--- src/rtl/axis_pkg.sv ---
// Shared encodings for the AXI4-Stream pattern generator.
// Modes, FSM states and the LFSR feedback taps.
package axis_pkg;

    typedef enum logic [1:0] {
        MODE_CNT   = 2'd0,
        MODE_LFSR  = 2'd1,
        MODE_CONST = 2'd2,
        MODE_WALK  = 2'd3
    } mode_t;

    typedef enum logic {
        ST_IDLE = 1'b0,
        ST_RUN  = 1'b1
    } state_t;

    // x^32 + x^22 + x^2 + x + 1 -> state bits 31, 21, 1, 0
    localparam logic [31:0] LFSR_TAPS = 32'h8020_0003;

endpackage

--- src/rtl/axis_pattern_generator_lfsr32.sv ---
// 32-bit Fibonacci LFSR used by the pattern generator.
// Shifts left, feedback enters at bit 0; a zero seed loads as 1.
module lfsr32
    import axis_pkg::*;
(
    input  logic        clk_i,
    input  logic        s_rst_i,
    input  logic        load_i,
    input  logic        step_i,
    input  logic [31:0] seed_i,
    output logic [31:0] state_o
);

    logic [31:0] r_state;
    logic        w_fb;

    assign w_fb    = ^(r_state & LFSR_TAPS);
    assign state_o = r_state;

    // load takes priority over stepping; zero state would lock up
    always_ff @(posedge clk_i) begin
        if (s_rst_i) begin
            r_state <= '0;
        end else if (load_i) begin
            r_state <= (seed_i == '0) ? 32'd1 : seed_i;
        end else if (step_i) begin
            r_state <= {r_state[30:0], w_fb};
        end
    end

endmodule

--- src/rtl/axis_pattern_generator.sv ---
// AXI4-Stream master emitting counter / LFSR / constant / walking-one
// packets of a configurable length, for a given or unbounded count.
module axis_pattern_generator
    import axis_pkg::*;
#(
    parameter int AXIS_DATA_WIDTH = 32,
    parameter logic [AXIS_DATA_WIDTH/8-1:0] AXIS_TKEEP = '1,
    parameter int LEN_WIDTH = 16,
    parameter int NUM_WIDTH = 16
) (
    input  logic                         clk_i,
    input  logic                         s_rst_i,
    input  logic                         start_i,
    input  logic                         stop_i,
    input  logic [1:0]                   mode_i,
    input  logic [LEN_WIDTH-1:0]         pack_len_i,
    input  logic [NUM_WIDTH-1:0]         pack_num_i,
    input  logic [AXIS_DATA_WIDTH-1:0]   seed_i,
    output logic [AXIS_DATA_WIDTH-1:0]   m_axis_tdata_o,
    output logic [AXIS_DATA_WIDTH/8-1:0] m_axis_tkeep_o,
    output logic                         m_axis_tvalid_o,
    output logic                         m_axis_tlast_o,
    input  logic                         m_axis_tready_i,
    output logic                         busy_o,
    output logic                         done_o,
    output logic [NUM_WIDTH-1:0]         pack_cnt_o
);

    localparam int W  = AXIS_DATA_WIDTH;
    localparam int SW = (W < 32) ? W : 32;
    localparam logic [LEN_WIDTH-1:0] LEN_ONE = {{(LEN_WIDTH-1){1'b0}}, 1'b1};
    localparam logic [W-1:0] WALK_INIT = {{(W-1){1'b0}}, 1'b1};

    state_t               r_state;
    mode_t                r_mode;
    logic [LEN_WIDTH-1:0] r_len;
    logic [LEN_WIDTH-1:0] r_beat;
    logic [NUM_WIDTH-1:0] r_num;
    logic [NUM_WIDTH-1:0] r_cnt;
    logic [W-1:0]         r_data;
    logic                 r_valid;
    logic                 r_last;
    logic                 r_busy;
    logic                 r_done;
    logic                 r_stop;

    logic                 w_hs;
    logic                 w_start;
    logic                 w_end;
    logic [LEN_WIDTH-1:0] w_len_in;
    logic [LEN_WIDTH-1:0] w_len_m1;
    logic [LEN_WIDTH-1:0] w_beat_nxt;
    logic [NUM_WIDTH-1:0] w_cnt_nxt;
    logic [31:0]          w_seed32;
    logic [31:0]          w_lfsr_state;
    logic [W-1:0]         w_lfsr_data;

    assign w_hs       = r_valid & m_axis_tready_i;
    assign w_start    = (r_state == ST_IDLE) & start_i;
    assign w_len_in   = (pack_len_i == '0) ? LEN_ONE : pack_len_i;
    assign w_len_m1   = r_len - LEN_ONE;
    assign w_beat_nxt = r_beat + LEN_ONE;
    assign w_cnt_nxt  = r_cnt + {{(NUM_WIDTH-1){1'b0}}, 1'b1};
    assign w_end      = ((r_num != '0) && (w_cnt_nxt == r_num))
                        | r_stop | stop_i;

    // low 32 seed bits feed the LFSR, zero-extended for narrow buses
    always_comb begin
        w_seed32 = '0;
        for (int i = 0; i < SW; i++) begin
            w_seed32[i] = seed_i[i];
        end
    end

    // LFSR state replicated across the full data width
    always_comb begin
        w_lfsr_data = '0;
        for (int i = 0; i < W; i++) begin
            w_lfsr_data[i] = w_lfsr_state[i[4:0]];
        end
    end

    lfsr32 u_lfsr (
        .clk_i   (clk_i),
        .s_rst_i (s_rst_i),
        .load_i  (w_start),
        .step_i  (w_hs && (r_mode == MODE_LFSR)),
        .seed_i  (w_seed32),
        .state_o (w_lfsr_state)
    );

    assign m_axis_tdata_o  = (r_mode == MODE_LFSR) ? w_lfsr_data : r_data;
    assign m_axis_tkeep_o  = r_valid ? AXIS_TKEEP : '0;
    assign m_axis_tvalid_o = r_valid;
    assign m_axis_tlast_o  = r_last;
    assign busy_o          = r_busy;
    assign done_o          = r_done;
    assign pack_cnt_o      = r_cnt;

    // run control: latch config on start, advance beats on handshake
    always_ff @(posedge clk_i) begin
        if (s_rst_i) begin
            r_state <= ST_IDLE;
            r_mode  <= MODE_CNT;
            r_len   <= '0;
            r_beat  <= '0;
            r_num   <= '0;
            r_cnt   <= '0;
            r_data  <= '0;
            r_valid <= 1'b0;
            r_last  <= 1'b0;
            r_busy  <= 1'b0;
            r_done  <= 1'b0;
            r_stop  <= 1'b0;
        end else begin
            r_done <= 1'b0;
            unique case (r_state)
                ST_IDLE: begin
                    if (start_i) begin
                        r_state <= ST_RUN;
                        r_mode  <= mode_t'(mode_i);
                        r_len   <= w_len_in;
                        r_num   <= pack_num_i;
                        r_cnt   <= '0;
                        r_beat  <= '0;
                        r_stop  <= 1'b0;
                        r_valid <= 1'b1;
                        r_busy  <= 1'b1;
                        r_last  <= (w_len_in == LEN_ONE);
                        r_data  <= (mode_t'(mode_i) == MODE_WALK) ?
                                   WALK_INIT : seed_i;
                    end
                end
                ST_RUN: begin
                    if (stop_i) begin
                        r_stop <= 1'b1;
                    end
                    if (w_hs) begin
                        unique case (r_mode)
                            MODE_CNT:  r_data <= r_data + WALK_INIT;
                            MODE_WALK: r_data <= {r_data[W-2:0], r_data[W-1]};
                            default:   r_data <= r_data;
                        endcase
                        if (r_last) begin
                            r_cnt  <= w_cnt_nxt;
                            r_beat <= '0;
                            r_last <= (r_len == LEN_ONE);
                            if (w_end) begin
                                r_state <= ST_IDLE;
                                r_valid <= 1'b0;
                                r_last  <= 1'b0;
                                r_busy  <= 1'b0;
                                r_done  <= 1'b1;
                                r_stop  <= 1'b0;
                            end
                        end else begin
                            r_beat <= w_beat_nxt;
                            r_last <= (w_beat_nxt == w_len_m1);
                        end
                    end
                end
                default: r_state <= ST_IDLE;
            endcase
        end
    end

endmodule

--- config.mk ---
export PLATFORM = sky130hd
export DESIGN_NAME = axis_pattern_generator
export DESIGN_NICKNAME = d
export VERILOG_FILES = /design/src/rtl/axis_pkg.sv /design/src/rtl/axis_pattern_generator_lfsr32.sv /design/src/rtl/axis_pattern_generator.sv
export SDC_FILE = /design/constraint.sdc
export NUM_CORES = 1
export LEC_CHECK = 0
export BUFFER_PORTS_ARGS = -buffer_cell sky130_fd_sc_hd__buf_2
export CORE_UTILIZATION = 45
export DETAILED_ROUTE_END_ITERATION = 6
export GPL_TIMING_DRIVEN = 0
export HOLD_SLACK_MARGIN = 0.12
export PLACE_DENSITY = 0.63
export SLEW_MARGIN = 20
export SYNTH_ARGS = -nofsm -noshare
export SYNTH_HDL_FRONTEND = slang
export SYNTH_SLANG_ARGS = --single-unit
--- constraint.sdc ---
create_clock -name clk_i -period 3.2 [get_ports clk_i]
set_input_delay 0.64 -clock clk_i [delete_from_list [all_inputs] [get_ports clk_i]]
set_output_delay 0.64 -clock clk_i [all_outputs]
set_load 0.03 [all_outputs]
==> impl_metrics.toml, run 1 <==
[setup_path]
crit_arrival_ps = 2300
critical_path.max_fanout = 10
cp.required_ps = 2560
regToRegEndpoint = "m_axis_tlast_o$_SDFFE_PP0P_"
ff2ff_setup_slack_ps = 380
start_kind = "register"
worst-setup-path-type = "reg -> out"
end_kind = "output port"
rr_startpoint = "pack_cnt_o[0]$_SDFFE_PP0P_"
r2r_cells = 8

[timing]
fin_skew_ps = 8.13
rsz0062_at_grt = "false"
slew_viol_final = 0
period_share_pct = 91.9
setup_tns_ps = 0
fmax_mhz = 340
setup_slack_ps = 259
worstMarginPinSlew_ps = 797
timing_hold_violations_final = 0
relSlewSlack_pct = 46.9
finalSetupViolCount = 0
period_needed_ps = 2940

[synthesis]
syn_inst = 1055
synth_top_area_share_pct = 32.5
yosys.area.top_type = "dfxtp_1"
synth-edff-count = 0
avgSynthCellArea_um2 = 7.87
seq_area_frac_synth_pct = 32.5
synth_seq_cells = 135
synthesis.area_um2 = 8300
yosysMostFrequentCell = "dfxtp_1"
yosys-top-cells-area = "dfxtp_1 (33%), xnor2_1 (5.9%), nand2_1 (5.1%), nor2_1 (5.1%), a22oi_1 (3.9%)"
synth_ff_type = "dfxtp_1"
syn-num-nets = 1131
yosys.cell_types.count = 76
async_reset_ff_share_pct = 0
yosys_warnings = 0
ys_top_cells_by_count = "dfxtp_1 (135), nand2_1 (113), nor2_1 (113)"

[detailed_routing]
vias_per_cell = 6.10
ant_nets = 0
num_vias = 8785
drc = 0
drt_iter0_markers = 651
wl_per_cell_um = 19.5
detail_route.wirelength_um = 28100
drt-pass1-iter-count = 6

[cts]
postCtsSetupBuffers = 0
clkLatencyLatePin_ps = 430
htreeDepth = 4
clock_path_buffers = 2
cts_hold_buf = 0
cts_tree = "done"
cts_resized = 2
cts_made_buffers = 17
cts_root_buf = "clkbuf_16"
cts.sinks = 135
clkSlewWorstSetupHoldPaths_ps = 60

[finish]
final_nets = 1275
synthToLayoutAreaGrowth_pct = 18.7
drive_gt1_share_pct = 18.3
diodes = 0
finalNonFillerCells = 1441

[floorplanning]
rows = 49
die_h_um = 138
core_um2 = 18000
die_area_um2 = 19000
ios = 127
initial_core_util_pct = 46.1
die_w_um = 138

[global_route]
grt_use_total_pct = 29.9
grt_max_degree = 17
grt_first_pass_wirelength_um = 43300
grt_pass1_vias = 8042
grt-ovfl-total = 0
antenna_found_initial = 0

[placement]
place.port_buffers = 125
hpwl_um = 20400
pre_cts_ws_ps = 238
placed_cells = 1409
place.gp.congestion = 0.900

[min_path]
min_to = "r_len[8]$_SDFFE_PP0P_"
hp-class = "in -> reg"
hp-start = "pack_len_i[8]"
min_path_cells = 2

[run]
cap_violations = 0

[power_and_ir_drop]
ir_worst_vdd_uv = 401
cellLeakagePower_nw = 3.78
power_mw = 4.98
p_per_area_nw_per_um2 = 506

[run_status]
outcome = "complete, no violations"
[cell usage in the layout, fill, tap and decap left out, types with 10 or more instances in the layout]
| cell | instances |
|---|---|
| a221oi_1 | 21 |
| dfxtp_1 | 135 |
| a21oi_1 | 60 |
| buf_2 | 135 |
| nand3_1 | 31 |
| nor4_1 | 20 |
| o21ai_0 | 32 |
| a211oi_1 | 41 |
| inv_1 | 12 |
| nor3_1 | 35 |
| a22o_1 | 12 |
| nand2_1 | 113 |
| clkbuf_1 | 64 |
| a22oi_1 | 43 |
| xor2_1 | 22 |
| or3_1 | 10 |
| mux2_2 | 20 |
| xnor2_1 | 56 |
| clkbuf_16 | 17 |
| and3_1 | 12 |
| o21ai_1 | 23 |
| nor2_1 | 113 |
| nand4_1 | 19 |
[cell families after synthesis]
kind of cell    count (synthesis)  synth area share, %
simple gates                  416                 25.9
mux                            29                 3.90
fa+ha+maj                       5                0.753
xor+xnor                       78                 8.23
buf+inv                       102                 4.99
compound gates                290                 23.7
flops                         135                 32.5
[routing by layer]
metal  global-route usage, %  routed length (um)  vias up
met1                    37.6               12000     4202
met3                    5.33                1790       60
met4                    12.7                 838        0
met2                    49.8               13500      350
li1                        -                   -     4173
met5                       0                   0        -
[sequential cells by signal, summed over array words and instances, names as in the netlist]
register and flops:
pack_cnt_o 16, r_num 16, r_len 16, done_o 1
r_stop 1, r_state 1, r_beat 16, busy_o 1
r_mode 2, m_axis_tlast_o 1, u_lfsr.state_o 32, r_data 32
[power by group]
| part | switching [mW] | internal, mW |
|---|---|---|
| combinational | 0.594 | 0.353 |
| sequential | 0.119 | 1.78 |
| clock | 0.828 | 1.31 |
[metrics by stage]
step                area, um2  hold WS (ps)  utilization (%)
floorplan                8300           457                -
global placement         9220           470             51.1
detailed placement       9220           480             51.1
CTS                      9850           432             54.6
global route             9860           433             54.7
finish                   9860           441             54.7
[how the worst max path moves through the flow]
stage	start	to	slack [ps]	cells past startpoint
after global placement	pack_cnt_o[0]$_SDFFE_PP0P_	m_axis_tlast_o$_SDFFE_PP0P_	190	8
after floorplan	pack_cnt_o[0]$_SDFFE_PP0P_	busy_o$_SDFFE_PP0P_	720	9
after CTS	r_mode[0]$_SDFFE_PP0P_	m_axis_tdata_o[30]	40	5
final	r_mode[0]$_SDFFE_PP0P_	m_axis_tdata_o[30]	260	5
after global routing	r_mode[0]$_SDFFE_PP0P_	m_axis_tdata_o[30]	160	5
after detailed placement	pack_cnt_o[0]$_SDFFE_PP0P_	m_axis_tlast_o$_SDFFE_PP0P_	240	8
[layout make-up]
| cell class | count | area, um2 |
|---|---|---|
| inverters | 13 | 48.8 |
| clock inverters | 15 | 204 |
| flip-flops and latches | 135 | 2700 |
| fillers | 1791 | 8170 |
| repair buffers | 125 | 626 |
| clock buffers | 17 | 425 |
| well taps | 229 | 287 |
| multi-input cells | 818 | 5190 |
| plain buffers | 89 | 370 |
[critical path, stage by stage, from the launching register on]
cell and delay [ps]:
dfxtp_1 380, nor2b_1 230, clkbuf_2 300, clkbuf_2 360, mux2_2 410, buf_2 190
(Power assumes the default switching activity.)
==> run 2: changes to the inputs <==
Settings changed: ABC_AREA from default to 1, PLACE_DENSITY 0.63 to 0.62.
==> run 2 against run 1 <==
Compared with the run above:
- synthesized cell count is 32% higher
- final area is 4.9% higher
- register-to-register slack improved by 430 ps
- sequential power barely moved
- clock power is 2% higher
- via count increased by 13%
- worst setup slack improved by 19 ps
- first-iteration DRC count increased by 20%
- sequential cell count is the same
- cell count increased by 26%
- combinational power is 7% higher
- highest routed layer unchanged
==> impl_metrics.toml, run 2 <==
[detailed_routing]
detail_route.wirelength_um = 30100
drt-pass1-iter-count = 6
ant_nets = 0
drt_iter0_markers = 784
drc = 0
vias_per_cell = 5.50
wl_per_cell_um = 16.6
num_vias = 9966

[power_and_ir_drop]
p_switching_mw = 1.58
ir_worst_vdd_uv = 400
p_int_mw = 3.49
power_mw = 5.07
sw_frac_of_total_pct = 31.1
p_per_area_nw_per_um2 = 491
clockPowerShare_pct = 42.8
cellLeakagePower_nw = 4.42
power_frac_seq_pct = 37.4
combPwrFrac_pct = 19.9

[cts]
cts_resized = 0
cts.sinks = 135
clock_path_buffers = 2
cts_hold_buf = 0
cts_made_buffers = 17
clkSlewWorstSetupHoldPaths_ps = 60
cts_root_buf = "clkbuf_16"
cts_tree = "done"
postCtsSetupBuffers = 0
htreeDepth = 4
clkLatencyLatePin_ps = 430

[setup_path]
slowest_delay_ps = 500
cp_top_family = "buffers and inverters"
crit_path_cell_trace = "inv_1, nor2_2, clkbuf_1, nand2_1, o21ai_0, buf_2"
ff2ff_setup_slack_ps = 810
start_kind = "register"
end_kind = "output port"
crit_arrival_ps = 2280
critPathBufInv = 3
slowest_stage = "clkbuf_1"
worst-setup-path-type = "reg -> out"
cp.required_ps = 2560
critical_path.max_fanout = 10

[synthesis]
yosys_warnings = 0
syn-num-nets = 1472
synth_fa_ha_area_share_pct = 0.715
yosys.area.top_type = "dfxtp_1"
avgSynthCellArea_um2 = 6.27
async_reset_ff_share_pct = 0
syn_inst = 1396
synth-edff-count = 0
yosys.cell_types.count = 48
yosysMostFrequentCell = "nand2_1"
synthSimpleGateAreaFrac_pct = 32.3
synth_ff_type = "dfxtp_1"
ys_top_cells_by_count = "nand2_1 (380), a21oi_1 (142), inv_1 (141)"
synth_mux_area_share_pct = 0.129
yosys-top-cells-area = "dfxtp_1 (31%), nand2_1 (16%), a21oi_1 (8.1%), o21ai_0 (7.8%), inv_1 (6.0%)"
synth_seq_cells = 135
synth_top_area_share_pct = 30.9
synthesis.area_um2 = 8750
synth_compound_area_share_pct = 22.0
synth_xor_xnor_area_share_pct = 4.53
synth_top_family_by_area = "simple AND/OR/NAND/NOR gates"
seq_area_frac_synth_pct = 30.9

[placement]
place.gp.congestion = 0.958
hpwl_um = 22500
place.port_buffers = 125
placed_cells = 1781
pre_cts_ws_ps = 669

[finish]
diodes = 0
synthToLayoutAreaGrowth_pct = 18.1
drive_gt1_share_pct = 13.5
post-route-util_pct = 54.7
final_common_cell = "nand2_1"
regArea_um2 = 2700
layout_common_cells = "nand2_1 (380), a21oi_1 (142), inv_1 (141), o21ai_0 (137), dfxtp_1 (135)"
finalNonFillerCells = 1813
fillers = 2098
multi_input_area_um2 = 5230
final_nets = 1616

[timing]
period_needed_ps = 2920
relSlewSlack_pct = 50.7
timing_hold_violations_final = 0
setup_slack_ps = 277
period_share_pct = 91.3
fmax_mhz = 342
slew_viol_final = 0
fin_skew_ps = 10.2
worstMarginPinSlew_ps = 740
setup_tns_ps = 0
rsz0062_at_grt = "false"
finalSetupViolCount = 0

[floorplanning]
core_um2 = 18900
initial_core_util_pct = 46.3
die_h_um = 141
ios = 127
die_w_um = 141
rows = 50
die_area_um2 = 20000

[global_route]
grt-ovfl-total = 0
antenna_found_initial = 0
grt_use_total_pct = 31.0
grt_max_degree = 17
grt_first_pass_wirelength_um = 48200
grt_pass1_vias = 9128

[run]
cap_violations = 0

[run_status]
outcome = "complete, no violations"

[min_path]
hp-class = "in -> reg"
[run 2: cell count changes after synthesis, sizes merged, moves of 43 or more]
cell,delta
nand2,+278
inv,+132
o21ai,+86
a21oi,+84
nand3,+55
xnor2,-51
a22oi,-43
[run 2: cell families after synthesis]
group | count (synthesis)
flip-flops | 135
AO/OA/AOI/OAI | 353
buffers and inverters | 212
AND/OR/NAND/NOR | 648
XOR/XNOR | 42
multiplexers | 1
adder cells (fa/ha/maj) | 5
[run 2: metrics by stage]
step	hold WS [ps]	area [um2]
floorplan	452	8750
global placement	473	9700
detailed placement	476	9700
CTS	400	10300
global route	407	10300
finish	406	10300
[run 2: final timing paths]
check	start	end	depth (start not counted)
setup / recovery	r_mode[0]$_SDFFE_PP0P_	m_axis_tdata_o[29]	6
hold / removal	pack_num_i[7]	r_num[7]$_SDFFE_PP0P_	3
setup reg to reg	r_state$_SDFF_PP0_	u_lfsr.state_o[16]$_SDFFE_PP0P_	8
hold reg to reg	r_stop$_SDFFE_PP0P_	r_stop$_SDFFE_PP0P_	2
[run 2: final cells by class]
type / instances / area share (%)
plain buffers: 65 / 2.64
repair buffers: 125 / 6.05
well taps: 260 / 3.15
inverters: 147 / 5.34
flip-flops and latches: 135 / 26.1
clock buffers: 25 / 4.79
clock inverters: 7 / 1.36
multi-input cells: 1049 / 50.5
[run 2: per-layer routing]
| metal | GRT usage [%] | part of all wire, % | up-vias |
|---|---|---|---|
| met2 | 48.0 | 43 | 346 |
| met5 | 0 | 0 | - |
| met1 | 43.7 | 48 | 4632 |
| met4 | 8.09 | 1.7 | 0 |
| met3 | 6.21 | 6.8 | 43 |
| li1 | - | - | 4945 |
[run 2: worst min-delay path: cells and delay by family]
family,cells,cell delay (ps)
buf+inv,1,70
compound gates,1,50
simple gates,1,40
[run 2: power groups by stage]
stage / registers (mW) / clock network (mW) / logic, mW
global route: 1.91 / 2.27 / 1.12
global placement: 1.93 / 0 / 0.983
CTS: 1.89 / 2.19 / 0.995
floorplan: 1.91 / 0 / 0.676
finish: 1.89 / 2.17 / 1.01
detailed placement: 1.93 / 0 / 0.990
